[src/rtl/ps2_pkg.sv]
// Shared types and constants for the PS/2 Set-2 scancode decoder.
// Latency: none (types, constants and a pure combinational helper only).
// Backpressure: none. The optional ASCII payload is built when PS2_ASCII_EN is defined.
package ps2_pkg;

    typedef enum logic [1:0] {
        IDLE    = 2'd0,
        EXT     = 2'd1,
        BRK     = 2'd2,
        EXT_BRK = 2'd3
    } dec_state_t;

    localparam logic [7:0] BYTE_E0 = 8'hE0;
    localparam logic [7:0] BYTE_F0 = 8'hF0;
    localparam logic [7:0] BYTE_E1 = 8'hE1;
    localparam logic [7:0] BYTE_FA = 8'hFA;
    localparam logic [7:0] BYTE_AA = 8'hAA;
    localparam logic [7:0] BYTE_EE = 8'hEE;
    localparam logic [7:0] BYTE_FE = 8'hFE;

    typedef struct packed {
        logic       ext;
        logic       brk;
        logic [7:0] code;
`ifdef PS2_ASCII_EN
        logic [7:0] ascii;
`endif
    } ps2_event_t;

`ifdef PS2_ASCII_EN
    // Set-2 make code to ASCII; letters honour shift, everything else ignores it.
    function automatic logic [7:0] ps2_ascii_lut(input logic [7:0] code, input logic shift);
        logic [7:0] lc;
        logic       letter;
        lc     = 8'h00;
        letter = 1'b1;
        case (code)
            8'h1C: lc = 8'h61; 8'h32: lc = 8'h62; 8'h21: lc = 8'h63; 8'h23: lc = 8'h64;
            8'h24: lc = 8'h65; 8'h2B: lc = 8'h66; 8'h34: lc = 8'h67; 8'h33: lc = 8'h68;
            8'h43: lc = 8'h69; 8'h3B: lc = 8'h6A; 8'h42: lc = 8'h6B; 8'h4B: lc = 8'h6C;
            8'h3A: lc = 8'h6D; 8'h31: lc = 8'h6E; 8'h44: lc = 8'h6F; 8'h4D: lc = 8'h70;
            8'h15: lc = 8'h71; 8'h2D: lc = 8'h72; 8'h1B: lc = 8'h73; 8'h2C: lc = 8'h74;
            8'h3C: lc = 8'h75; 8'h2A: lc = 8'h76; 8'h1D: lc = 8'h77; 8'h22: lc = 8'h78;
            8'h35: lc = 8'h79; 8'h1A: lc = 8'h7A;
            default: letter = 1'b0;
        endcase
        if (letter) begin
            return shift ? (lc - 8'h20) : lc;
        end
        case (code)
            8'h45: lc = 8'h30; 8'h16: lc = 8'h31; 8'h1E: lc = 8'h32; 8'h26: lc = 8'h33;
            8'h25: lc = 8'h34; 8'h2E: lc = 8'h35; 8'h36: lc = 8'h36; 8'h3D: lc = 8'h37;
            8'h3E: lc = 8'h38; 8'h46: lc = 8'h39;
            8'h29: lc = 8'h20;
            8'h5A: lc = 8'h0D;
            8'h66: lc = 8'h08;
            default: lc = 8'h00;
        endcase
        return lc;
    endfunction
`endif

endpackage

[src/rtl/ps2_event_fifo.sv]
// Generic first-word-fall-through FIFO with full/empty and a sticky overflow flag.
// Latency: a push is visible at pop_dat on the cycle after the write edge.
// Backpressure: a push while full (and no pop) is dropped and sets overflow.
module ps2_event_fifo #(
    parameter int WIDTH = 10,
    parameter int DEPTH = 8
) (
    input  logic             clk,
    input  logic             reset_n,
    input  logic             push,
    input  logic [WIDTH-1:0] push_dat,
    input  logic             pop,
    output logic [WIDTH-1:0] pop_dat,
    output logic             empty,
    output logic             full,
    output logic             overflow,
    input  logic             clr_overflow
);

    localparam int AW = $clog2(DEPTH);
    localparam logic [AW:0] DEPTH_C = DEPTH[AW:0];

    logic [WIDTH-1:0] mem_q [DEPTH];
    logic [AW-1:0]    wr_ptr_q, wr_ptr_d;
    logic [AW-1:0]    rd_ptr_q, rd_ptr_d;
    logic [AW:0]      count_q, count_d;
    logic             overflow_q, overflow_d;
    logic             do_push, do_pop;

    assign empty    = (count_q == '0);
    assign full     = (count_q == DEPTH_C);
    assign overflow = overflow_q;
    // Head is forced to zero while empty so stale storage never leaks out.
    assign pop_dat  = empty ? '0 : mem_q[rd_ptr_q];

    // Pointer/occupancy/overflow next-state; a pop frees room for a same-cycle push.
    always_comb begin
        do_pop     = pop && !empty;
        do_push    = push && (!full || do_pop);
        wr_ptr_d   = do_push ? wr_ptr_q + 1'b1 : wr_ptr_q;
        rd_ptr_d   = do_pop  ? rd_ptr_q + 1'b1 : rd_ptr_q;
        count_d    = count_q;
        if (do_push && !do_pop) begin
            count_d = count_q + 1'b1;
        end else if (do_pop && !do_push) begin
            count_d = count_q - 1'b1;
        end
        overflow_d = (overflow_q && !clr_overflow) || (push && !do_push);
    end

    // Control state registers.
    always_ff @(posedge clk or negedge reset_n) begin
        if (!reset_n) begin
            wr_ptr_q   <= '0;
            rd_ptr_q   <= '0;
            count_q    <= '0;
            overflow_q <= 1'b0;
        end else begin
            wr_ptr_q   <= wr_ptr_d;
            rd_ptr_q   <= rd_ptr_d;
            count_q    <= count_d;
            overflow_q <= overflow_d;
        end
    end

    // Storage array; contents are only observed through count_q so it needs no reset.
    always_ff @(posedge clk) begin
        if (do_push) begin
            mem_q[wr_ptr_q] <= push_dat;
        end
    end

endmodule

[src/rtl/ps2_scancode_decoder.sv]
// Decodes PS/2 Set-2 byte streams into {ext, break, code} key events (ASCII added with PS2_ASCII_EN).
// Latency: event pushed on the rx_done_tick cycle, visible on ev_* / !empty one cycle later.
// Backpressure: rx_en drops while the event FIFO is full; events arriving anyway are dropped and flagged.
module ps2_scancode_decoder
    import ps2_pkg::*;
#(
    parameter int FIFO_DEPTH     = 8,
    parameter int PREFIX_TIMEOUT = 2000000
) (
    input  logic       clk,
    input  logic       reset_n,
    input  logic       rx_done_tick,
    input  logic [7:0] rx_data,
    output logic       rx_en,
    input  logic       rd_en,
    output logic       empty,
    output logic       full,
    output logic [7:0] ev_code,
    output logic       ev_ext,
    output logic       ev_break,
    output logic       overflow,
`ifdef PS2_ASCII_EN
    output logic [7:0] ev_ascii,
`endif
    input  logic       clr_overflow
);

    localparam int TW = $clog2(PREFIX_TIMEOUT + 1);
    localparam logic [TW-1:0] TO_LAST = TW'(PREFIX_TIMEOUT - 1);

    dec_state_t state_q, state_d;
    logic [TW-1:0] cnt_q, cnt_d;
    logic       push;
    ps2_event_t push_ev;
    ps2_event_t head_ev;
    logic       shift_held_q, shift_held_d;
    logic       idle_special;
    logic       ext_special;

    // Bytes that carry no key information on their own (ACK, BAT, echo, resend, errors, pause lead-in).
    always_comb begin
        idle_special = (rx_data == BYTE_FA) || (rx_data == BYTE_AA) || (rx_data == BYTE_EE) ||
                       (rx_data == BYTE_FE) || (rx_data == 8'h00)   || (rx_data == 8'hFF) ||
                       (rx_data == BYTE_E1);
        ext_special  = (rx_data >= BYTE_FA);
    end

    // Decoder FSM, prefix timeout and event assembly.
    always_comb begin
        state_d      = state_q;
        cnt_d        = cnt_q;
        push         = 1'b0;
        push_ev      = '0;
        shift_held_d = shift_held_q;
        if (rx_done_tick) begin
            cnt_d = '0;
            case (state_q)
                IDLE: begin
                    if (rx_data == BYTE_E0) begin
                        state_d = EXT;
                    end else if (rx_data == BYTE_F0) begin
                        state_d = BRK;
                    end else if (!idle_special) begin
                        push = 1'b1;
                    end
                end
                EXT: begin
                    if (rx_data == BYTE_F0) begin
                        state_d = EXT_BRK;
                    end else if (rx_data == BYTE_E0) begin
                        state_d = EXT;
                    end else begin
                        state_d     = IDLE;
                        push        = !ext_special;
                        push_ev.ext = 1'b1;
                    end
                end
                BRK: begin
                    state_d     = IDLE;
                    push        = (rx_data != BYTE_E0) && (rx_data != BYTE_F0);
                    push_ev.brk = 1'b1;
                end
                default: begin
                    state_d     = IDLE;
                    push        = (rx_data != BYTE_E0) && (rx_data != BYTE_F0);
                    push_ev.ext = 1'b1;
                    push_ev.brk = 1'b1;
                end
            endcase
            push_ev.code = rx_data;
        end else if (state_q != IDLE) begin
            if (cnt_q == TO_LAST) begin
                state_d = IDLE;
                cnt_d   = '0;
            end else begin
                cnt_d = cnt_q + 1'b1;
            end
        end else begin
            cnt_d = '0;
        end
        if (!push) begin
            push_ev = '0;
        end
`ifdef PS2_ASCII_EN
        // Shift tracking follows the keyboard even when the event itself is dropped on overflow.
        if (push && !push_ev.ext) begin
            if (!push_ev.brk) begin
                push_ev.ascii = ps2_ascii_lut(push_ev.code, shift_held_q);
            end
            if ((push_ev.code == 8'h12) || (push_ev.code == 8'h59)) begin
                shift_held_d = !push_ev.brk;
            end
        end
`endif
    end

    // Decoder state registers.
    always_ff @(posedge clk or negedge reset_n) begin
        if (!reset_n) begin
            state_q      <= IDLE;
            cnt_q        <= '0;
            shift_held_q <= 1'b0;
        end else begin
            state_q      <= state_d;
            cnt_q        <= cnt_d;
            shift_held_q <= shift_held_d;
        end
    end

    ps2_event_fifo #(
        .WIDTH($bits(ps2_event_t)),
        .DEPTH(FIFO_DEPTH)
    ) u_fifo (
        .clk          (clk),
        .reset_n      (reset_n),
        .push         (push),
        .push_dat     (push_ev),
        .pop          (rd_en),
        .pop_dat      (head_ev),
        .empty        (empty),
        .full         (full),
        .overflow     (overflow),
        .clr_overflow (clr_overflow)
    );

    assign rx_en    = ~full;
    assign ev_code  = head_ev.code;
    assign ev_ext   = head_ev.ext;
    assign ev_break = head_ev.brk;
`ifdef PS2_ASCII_EN
    assign ev_ascii = head_ev.ascii;
`endif

endmodule

[config.mk]
export PLATFORM = sky130hd
export DESIGN_NAME = ps2_scancode_decoder
export DESIGN_NICKNAME = d
export VERILOG_FILES = /design/src/rtl/ps2_pkg.sv /design/src/rtl/ps2_event_fifo.sv /design/src/rtl/ps2_scancode_decoder.sv
export SDC_FILE = /design/constraint.sdc
export NUM_CORES = 1
export LEC_CHECK = 0
export ABC_AREA = 0
export CAP_MARGIN = 20
export CORE_UTILIZATION = 26
export CTS_CLUSTER_DIAMETER = 100
export CTS_CLUSTER_SIZE = 28
export DETAILED_ROUTE_END_ITERATION = 7
export SLEW_MARGIN = 20
export SYNTH_ARGS = -nofsm -noshare
export SYNTH_HDL_FRONTEND = slang
export SYNTH_SLANG_ARGS = --single-unit
[constraint.sdc]
create_clock -name clk -period 3.9 [get_ports clk]
set_input_delay 0.39 -clock clk [delete_from_list [all_inputs] [get_ports clk]]
set_output_delay 0.39 -clock clk [all_outputs]
set_load 0.01 [all_outputs]
==> run_results.csv, run 1 <==
group,metric,value,unit
timing,fin_crit_sh,80.0,%
timing,finalHoldViolations,0,
die,fp.dieW,141,µm
critical_path,required,4.19,ns
die,start_util,26.8,%
placed_design,dp_hpwl,6860,µm
power_and_ir_drop,max-vdd-ir-drop,308,µV
critical_path,start_kind,"input pin",
synthesis,syn_nets,366,
placed_design,gp_congestion,0.711,
synthesis,ys_top_cells_by_area,"edfxtp_1 (48%), dfrtp_1 (17%), mux4_2 (8.9%), nor2_1 (3.5%), xor2_1 (2.6%)",
timing,max_freq,320,MHz
synthesis,synth_top_area_share,47.5,%
cells_and_area,layout.nets,412,
clocking,htreeDepth,4,
routing,drc_errors,0,
routing,dr.pass1.iters,4,
clocking,cts_buffers,17,
synthesis,syn_area,5050,µm²
grt,grt_pass1_wl,17300,µm
clocking,cts_hold_buffers,0,
clocking,clockBufferDepth,2,
die,design.die.area,20000,µm²
grt,antenna_found_initial,0,
cells_and_area,synthToLayoutAreaGrowth,24.4,%
power_and_ir_drop,p_per_area,681,nW/µm²
timing,setup_viol,0,
grt,track_usage,11.7,%
placed_design,dp_cells,633,
synthesis,ys.flop_type,"edfxtp_1",
timing,rsz0062_at_grt,"no",
critical_path,arrival,3.41,ns
synthesis,synth_edf_count,80,
timing,finClkSkew,0.00333,ns
cells_and_area,diodes,0,
clocking,post_cts_resized,0,
timing,finalCriticalPeriod,3.12,ns
power_and_ir_drop,p_leak,2.21,nW
critical_path,worstSetupPathType,"in -> reg",
grt,grt_pass1_vias,3223,
clocking,clock_sinks,114,
synthesis,synth.ff_latch_count,114,
timing,relSlewSlack,29.9,%
routing,routed_via_density,4.58,
die,coreArea,18900,µm²
cells_and_area,final_cells,665,
die,die_y,141,µm
worst_hold_path,hold_path.class,"in -> async",
placed_design,port_buffers,26,
synthesis,yosysSeqAreaShare,64.4,%
routing,drt_wl_total,10600,µm
cells_and_area,drive_gt1_share,19.0,%
clocking,clkLatencyLatePin,0.40,ns
die,num_rows,50,
routing,num_vias,3049,
critical_path,endpoint_kind,"flip-flop",
clocking,postCtsSetupRepairBufs,0,
timing,drv_slew,0,
critical_path,crit_fanout,7,
clocking,cts_tree,"done",
die,ioPinCount,27,
timing,tns,0,ns
grt,grt_overflow,0,
flow_run,cap_violations,0,
synthesis,yosysUniqueCellTypes,47,
synthesis,synth_top_area_cell,"edfxtp_1",
routing,detail_route.wl_per_cell,15.9,µm
clocking,clkTransAtPathRegs,0.06,ns
routing,postRouteAntennaNets,0,
status,status,"finished, final reports clean",
synthesis,async_reset_ff_share,29.8,%
synthesis,synth_cells,346,
synthesis,yosys_warnings,0,
timing,worst_slew_pin_slew,1.05,ns
synthesis,syn_avg_cell_area,14.6,µm²
grt,grt_start_max_net_pins,35,
routing,drt_iter0_markers,110,
clocking,cts-root-buf,"clkbuf_16",
==> cell usage after synthesis (3+ instances only) <==
| cell | instances |
|---|---|
| a221oi_1 | 3 |
| nor4_1 | 10 |
| nand2_1 | 12 |
| inv_1 | 8 |
| nand4_1 | 6 |
| buf_2 | 3 |
| and4_1 | 4 |
| nor3_1 | 4 |
| edfxtp_1 | 80 |
| mux2i_1 | 10 |
| clkbuf_1 | 6 |
| nand2b_1 | 4 |
| nor2_1 | 47 |
| xor2_1 | 15 |
| ha_1 | 6 |
| dfrtp_1 | 34 |
| and3_1 | 3 |
| and2_1 | 8 |
| a21oi_1 | 4 |
| nand3_1 | 13 |
| and4b_1 | 3 |
| xnor2_1 | 11 |
| mux4_2 | 20 |
==> layer usage <==
metal	vias to the layer above	share of wire, %	GRT usage, %	wire length (µm)
met5	-	0	0	0
met4	0	1.5	4.53	156
met3	14	4.1	3.68	435
met2	55	52	20.5	5530
met1	1558	42	13.3	4450
li1	1422	-	-	-
==> worst paths after layout <==
kind,from,to,slack [ns],cells after the start
worst max-delay path,rx_data[6],u_fifo.count_q[3],0.78,14
worst min-delay path,reset_n,cnt_q[11],0.07,1
worst max register to register,state_q[1],u_fifo.count_q[3],0.94,13
worst min register to register,cnt_q[0],cnt_q[0],0.47,1
max in group asynchronous,reset_n,cnt_q[10],3.31,1
min in group clk,cnt_q[0],cnt_q[0],0.47,1
==> final cells by class <==
class                      count  area [µm²]
fill                        1846       12600
sequential                   114        3250
multi-input combinational    213        1760
clock buffer                  20         437
timing repair buffer          38         345
tap                          260         325
clock inverter                12         135
inverter                       8        30.0
==> through the flow <==
step           hold slack, ns  util [%]  power [mW]  setup slack, ns  cell area (µm²)
3_3_place_gp            0.448      30.3        2.80            0.493             5720
5_1_grt                 0.122      33.3        4.51            0.603             6290
4_1_cts                0.0893      33.3        4.34            0.783             6290
6_report               0.0703      33.3        4.28            0.778             6290
2_1_floorplan          0.0944         -        2.34            0.914             5050
3_5_place_dp            0.458      30.3        2.84            0.396             5720
==> state kept, by name (all words and copies together) (netlist names) <==
| register | flops |
|---|---|
| u_fifo.mem_q | 80 |
| u_fifo.count_q | 4 |
| state_q | 2 |
| u_fifo.wr_ptr_q | 3 |
| cnt_q | 21 |
| u_fifo.overflow | 1 |
| u_fifo.rd_ptr_q | 3 |
==> layout by cell type, fill, tap and decap left out, drive strengths merged, types with 2 or more instances in the layout <==
cell	instances
a21o	2
a21oi	5
a221oi	3
a31oi	2
and2	9
and3	4
and4	4
and4b	3
buf	13
bufinv	2
clkbuf	20
clkdlybuf4s50	25
clkinv	5
clkinvlp	4
dfrtp	34
edfxtp	80
ha	6
inv	9
mux2	2
mux2i	10
mux4	20
nand2	12
nand2b	4
nand3	13
nand4	6
nor2	47
nor3	4
nor4	10
o211ai	2
o21ai	2
o22ai	2
o311ai	2
or2	3
or4b	2
xnor2	11
xor2	15
==> where the power goes <==
group / switching [mW] / internal (mW)
Combinational: 0.519 / 0.637
Sequential: 0.170 / 1.46
Clock: 0.551 / 0.941
==> worst max-delay path: stages <==
cell             delay (ns)
clkdlybuf4s50_1        0.57
nand3_1                0.13
or4b_1                 0.57
and2_1                 0.25
a21oi_2                0.16
nor2_1                 0.07
ha_1                   0.20
inv_1                  0.12
ha_1                   0.25
a21o_1                 0.18
a21oi_1                0.17
xnor2_1                0.14
nor2_1                 0.07
xor2_1                 0.14
==> kinds of logic after synthesis <==
kind of cell,Yosys count,synth area share (%)
flip-flops,114,64.4
adder cells (fa/ha/maj),7,1.88
multiplexers,32,11.3
buffers and inverters,19,1.63
AO/OA/AOI/OAI,26,3.79
AND/OR/NAND/NOR,122,12.5
XOR/XNOR,26,4.50
Note: power is estimated with default switching activity, not from simulation.
==> inputs of run 2 (changes only) <==
Clock period 3.9 ns to 2.6 ns, I/O delays scaled along.
==> run 2 against run 1 <==
Effect of this change: cell count rose by 5.9%; design area grew 7.6%; worst setup slack lost 0.75 ns; count of clock-buffer cells in the layout fell by 3; sequential share of layout area fell by 3.6 points; largest power group unchanged.
==> run_results.csv, run 2 (same netlist as run 1, synthesis figures left out) <==
group,metric,value,unit
status,status,"finished, final reports clean",
timing,drv_slew,0,
critical_path,worst_path_max_delay_cell,"or4b_4",
clocking,cts_buffers,17,
cells_and_area,layout.nets,452,
critical_path,required,2.89,ns
die,num_rows,50,
die,start_util,26.8,%
cells_and_area,diodes,0,
critical_path,endpoint_kind,"flip-flop",
timing,setup_viol,0,
routing,routed_via_density,4.55,
clocking,clockBufferDepth,2,
timing,rsz0062_at_grt,"yes",
grt,track_usage,11.4,%
power_and_ir_drop,total_power,6.79,mW
routing,drt_wl_total,11000,µm
timing,fin_crit_sh,99.0,%
critical_path,cpMostUsedCell,"nor2_1",
placed_design,gp_congestion,0.846,
die,die_y,141,µm
critical_path,critPathMaxStageDelay,0.48,ns
clocking,clkTransAtPathRegs,0.05,ns
power_and_ir_drop,p_per_area,1000,nW/µm²
routing,postRouteAntennaNets,0,
grt,grt_pass1_vias,3236,
die,coreArea,18900,µm²
power_and_ir_drop,max-vdd-ir-drop,574,µV
critical_path,worstSetupPathType,"reg -> reg",
cells_and_area,drive_gt1_share,28.8,%
timing,worst_slew_pin_slew,0.973,ns
critical_path,path_cells,"nand2b_4 > or4b_4 > and2_4 > a21oi_4 > nor2_1 > ha_2 > inv_2 > ha_4 > a21o_1 > a21oi_2 > xnor2_1 > nor2_1 > xor2_1",
cells_and_area,synthToLayoutAreaGrowth,33.9,%
cells_and_area,regMostFlops,"u_fifo.mem_q",
routing,dr.pass1.iters,4,
clocking,cts-root-buf,"clkbuf_16",
routing,detail_route.wl_per_cell,15.6,µm
cells_and_area,final_common_cell,"edfxtp_1",
routing,drc_errors,0,
clocking,cts_tree,"done",
cells_and_area,final_cell_mix,"edfxtp_1 (80), nor2_1 (47), buf_4 (44), dfrtp_1 (33), mux4_2 (20)",
worst_hold_path,hold_path.class,"in -> reg",
grt,grt_overflow,0,
critical_path,start_kind,"flip-flop",
flow_run,cap_violations,0,
grt,antenna_found_initial,1,
power_and_ir_drop,p_leak,2.52,nW
clocking,htreeDepth,4,
timing,finalCriticalPeriod,2.57,ns
cells_and_area,largest_reg_flops,80,
critical_path,crit_fanout,2,
timing,tns,0,ns
die,fp.dieW,141,µm
critical_path,arrival,2.86,ns
grt,grt_start_max_net_pins,35,
routing,drt_iter0_markers,159,
die,ioPinCount,27,
placed_design,dp_hpwl,7260,µm
timing,finClkSkew,0.00971,ns
die,design.die.area,20000,µm²
grt,grt_pass1_wl,17100,µm
timing,max_freq,388,MHz
clocking,clkLatencyLatePin,0.40,ns
routing,num_vias,3200,
cells_and_area,reg.largest.list,"u_fifo.mem_q: 80 flops, cnt_q: 21 flops, u_fifo.count_q: 4 flops",
timing,finalHoldViolations,0,
placed_design,port_buffers,26,
clocking,clock_sinks,114,
timing,relSlewSlack,34.6,%
## run 2: area by class of cell
cell class                      count  area [µm²]
Clock inverter                     14         165
Tap cell                          260         325
Clock buffer                       17         425
Fill cell                        1820       12100
Sequential cell                   114        3250
Timing Repair Buffer               78         742
Multi-Input combinational cell    213        1820
Inverter                            8        30.0
## run 2: repair_timing
item                                   in CTS  in global routing
gates resized for setup                     6                 18
setup endpoints to repair                  11                  9
pin swaps                                   3                  8
hold buffers                                1                  0
endpoints found under the hold margin      34                  0
cloned                                      0                  1
buffers inserted                            1                  4
## run 2: final timing paths
check / start / end / slack (ns) / cells after the start
min in group asynchronous: reset_n / cnt_q[12] / 0.48 / 2
min reg2reg: cnt_q[0] / cnt_q[0] / 0.47 / 1
min: rx_data[4] / state_q[0] / 0.46 / 5
max in group asynchronous: reset_n / u_fifo.rd_ptr_q[0] / 1.58 / 2
max: state_q[1] / u_fifo.count_q[3] / 0.03 / 13
max reg2reg: state_q[1] / u_fifo.count_q[3] / 0.03 / 13
## run 2: where the power goes
part | switching (mW) | leakage (nW) | internal, mW
sequential | 0.130 | 1.19 | 2.20
clock | 0.821 | 0.270 | 1.49
combinational | 0.967 | 1.06 | 1.18
total | 1.92 | 2.52 | 4.87
## run 2: stage by stage
step	setup slack, ns	instance area [µm²]	hold slack (ns)	cells	utilization [%]
after floorplan	-0.218	5080	-0.0356	346	-
after global placement	-0.446	6020	0.380	666	31.8
after detailed placement	-0.552	6020	0.392	666	31.8
after CTS	-0.00471	6640	0.453	699	35.1
after global routing	-0.110	6770	0.465	704	35.8
final	0.0257	6770	0.455	704	35.8
## run 2: layer usage
metal  up-vias  track usage [%]  part of all wire, %  wire length (µm)
li1       1499                -                    -                 -
met1      1613             13.6                   44              4810
met2        70             19.5                   51              5590
met3        16             2.70                  3.5               387
met4         2             5.26                  1.5               163
met5         -                0                 0.12                13
## run 2: worst max-delay path, delay by kind of cell, from the launching register on
family	cells	cell delay [ns]
AND/OR/NAND/NOR	5	0.90
AO/OA/AOI/OAI	3	0.46
flip-flops	1	0.37
adder cells (fa/ha/maj)	2	0.37
XOR/XNOR	2	0.27
buffers and inverters	1	0.07
==> inputs of run 3 (changes only) <==
Settings changed: DONT_BUFFER_PORTS from default to 1, TNS_END_PERCENT from default to 100.
==> run 3 against run 2 <==
Effect of this change: clock power is 3% higher; cell count fell by 7.0%; via count is 5.9% lower; die area stayed put; non-clock buffer count decreased by 49; critical path depth stayed put; critical path type unchanged; largest power group unchanged; design area shrank 7.1%; maximum frequency is 2.4% higher.
==> run_results.csv, run 3 (same netlist as run 1, synthesis figures left out) <==
group,metric,value,unit
status,status,"finished, final reports clean",
grt,track_usage,11.5,%
die,die_y,141,µm
routing,drt_wl_total,10600,µm
critical_path,worst_path_max_delay_cell,"or4b_4",
power_and_ir_drop,p_per_area,1020,nW/µm²
die,fp.dieW,141,µm
timing,setup_viol,0,
timing,rsz0062_at_grt,"yes",
timing,tns,0,ns
critical_path,required,2.89,ns
timing,finalHoldViolations,0,
die,start_util,26.8,%
routing,dr.pass1.iters,4,
clocking,cts_tree,"done",
routing,drc_errors,0,
critical_path,path_cells,"nand2b_4 > or4b_4 > and2_4 > a21oi_4 > nor2_1 > ha_2 > inv_2 > ha_4 > a21o_1 > a21oi_2 > xnor2_1 > nor2_1 > xor2_1",
clocking,clkTransAtPathRegs,0.06,ns
cells_and_area,synthToLayoutAreaGrowth,24.4,%
critical_path,crit_family,"simple AND/OR/NAND/NOR gates",
routing,drt_iter0_markers,134,
cells_and_area,reg.largest.list,"u_fifo.mem_q: 80 flops, cnt_q: 21 flops, u_fifo.count_q: 4 flops",
grt,grt_pass1_vias,3263,
power_and_ir_drop,total_power,6.39,mW
cells_and_area,final_cell_mix,"edfxtp_1 (80), nor2_1 (47), dfrtp_1 (34), buf_4 (24), mux4_2 (20)",
grt,antenna_found_initial,1,
timing,worst_slew_pin_slew,0.727,ns
critical_path,cpMostUsedCell,"nor2_1",
critical_path,endpoint_kind,"flip-flop",
timing,drv_slew,0,
clocking,clockBufferDepth,2,
placed_design,port_buffers,0,
die,num_rows,50,
critical_path,start_kind,"flip-flop",
power_and_ir_drop,p_leak,2.23,nW
flow_run,cap_violations,0,
cells_and_area,layout.nets,403,
critical_path,worstSetupPathType,"reg -> reg",
critical_path,critPathMaxStageDelay,0.48,ns
cells_and_area,largest_reg_flops,80,
timing,fin_crit_sh,96.7,%
grt,grt_pass1_wl,17100,µm
worst_hold_path,hold_path.class,"in -> reg",
critical_path,startpoint,"state_q[1]",
timing,finClkSkew,0.00590,ns
clocking,clock_sinks,114,
cells_and_area,post-route-util,33.3,%
timing,max_freq,398,MHz
die,design.die.area,20000,µm²
placed_design,gp_congestion,0.752,
timing,relSlewSlack,51.1,%
cells_and_area,final_common_cell,"edfxtp_1",
cells_and_area,nFillCells,1852,
critical_path,cp_num_buf_inv,1,
critical_path,rr_startpoint,"state_q[1]",
critical_path,arrival,2.80,ns
cells_and_area,drive_gt1_share,24.8,%
clocking,cts-root-buf,"clkbuf_16",
clocking,cts_buffers,17,
worst_hold_path,min_from,"rd_en",
routing,detail_route.wl_per_cell,16.2,µm
routing,routed_via_density,4.60,
die,ioPinCount,27,
cells_and_area,regMostFlops,"u_fifo.mem_q",
clocking,postCtsSetupRepairBufs,0,
routing,postRouteAntennaNets,0,
power_and_ir_drop,max-vdd-ir-drop,812,µV
die,coreArea,18900,µm²
placed_design,dp_hpwl,7030,µm
grt,grt_start_max_net_pins,35,
grt,grt_overflow,0,
clocking,clkLatencyLatePin,0.41,ns
routing,num_vias,3011,
timing,finalCriticalPeriod,2.51,ns
critical_path,crit_fanout,2,
clocking,htreeDepth,4,
cells_and_area,diodes,0,
-- run 3: cell count changes in the layout (fill, tap and decap cells not counted), sizes merged --
cell / previous run / this run
clkdlybuf4s50: 16 / 0
bufinv: 3 / 4
dlygate4sd3: 1 / 3
dlygate4sd2: 1 / 0
inv: 9 / 10
buf: 51 / 26
dlymetal6s2s: 8 / 0
clkinvlp: 5 / 4
clkinv: 5 / 3
-- run 3: stage by stage --
step | cells | hold WS, ns | worst slack, ns | instance area (µm²)
floorplan | 346 | -0.0356 | -0.218 | 5080
CTS | 655 | 0.0241 | 0.0107 | 6250
global placement | 620 | -0.0333 | 0.0376 | 5590
global route | 655 | 0.0221 | -0.0425 | 6290
finish | 655 | 0.0333 | 0.0863 | 6290
detailed placement | 620 | -0.0335 | -0.00152 | 5590
-- run 3: repair_timing --
action / in CTS / in global routing
hold endpoints to repair: 36 / 0
endpoints found under the setup margin: 1 / 1
pin swaps: 0 / 5
hold buffers: 4 / 0
gates resized for setup: 1 / 4
-- run 3: path summary, 6_finish.rpt --
kind                                 endpoint  slack (ns)  cells after the start
max in group asynchronous   u_fifo.count_q[3]        2.12                      2
min reg2reg                          cnt_q[0]        0.46                      1
min in group asynchronous           cnt_q[11]        0.30                      2
max reg2reg                 u_fifo.count_q[3]        0.09                     13
min                        u_fifo.rd_ptr_q[2]        0.03                      2
max                         u_fifo.count_q[3]        0.09                     13
-- run 3: worst reg2reg max path: cells and delay by family, from the launching register on --
family                     cells  cell delay (ns)
DFF                            1             0.38
and+or+nand+nor                5             0.91
xor gates and xnor gates       2             0.26
adders and majority gates      2             0.37
buffers and inverters          1             0.07
AOI/OAI and AO/OA              3             0.42
-- run 3: layer usage --
metal  global-route usage, %  up-vias  wire length (µm)
li1                        -     1397                 -
met4                    3.74        2               133
met1                    13.0     1544              4490
met2                    20.2       56              5500
met3                    4.29       12               459
met5                       0        -                17
-- run 3: report_power, final --
part           switching [mW]  internal, mW  leakage (nW)  total, mW
registers               0.200          2.19          1.19       2.40
clock network           0.798          1.60         0.286       2.39
logic                   0.813         0.784         0.750       1.60
total                    1.81          4.58          2.23       6.39
-- run 3: cell type report --
cell class	instances	area [µm²]	share of cell area, %
clock inverters	13	185	2.94
multi-input cells	213	1820	28.9
well taps	260	325	5.17
clock buffers	18	429	6.82
repair buffers	29	250	3.98
flip-flops and latches	114	3250	51.7
inverters	8	30.0	0.478
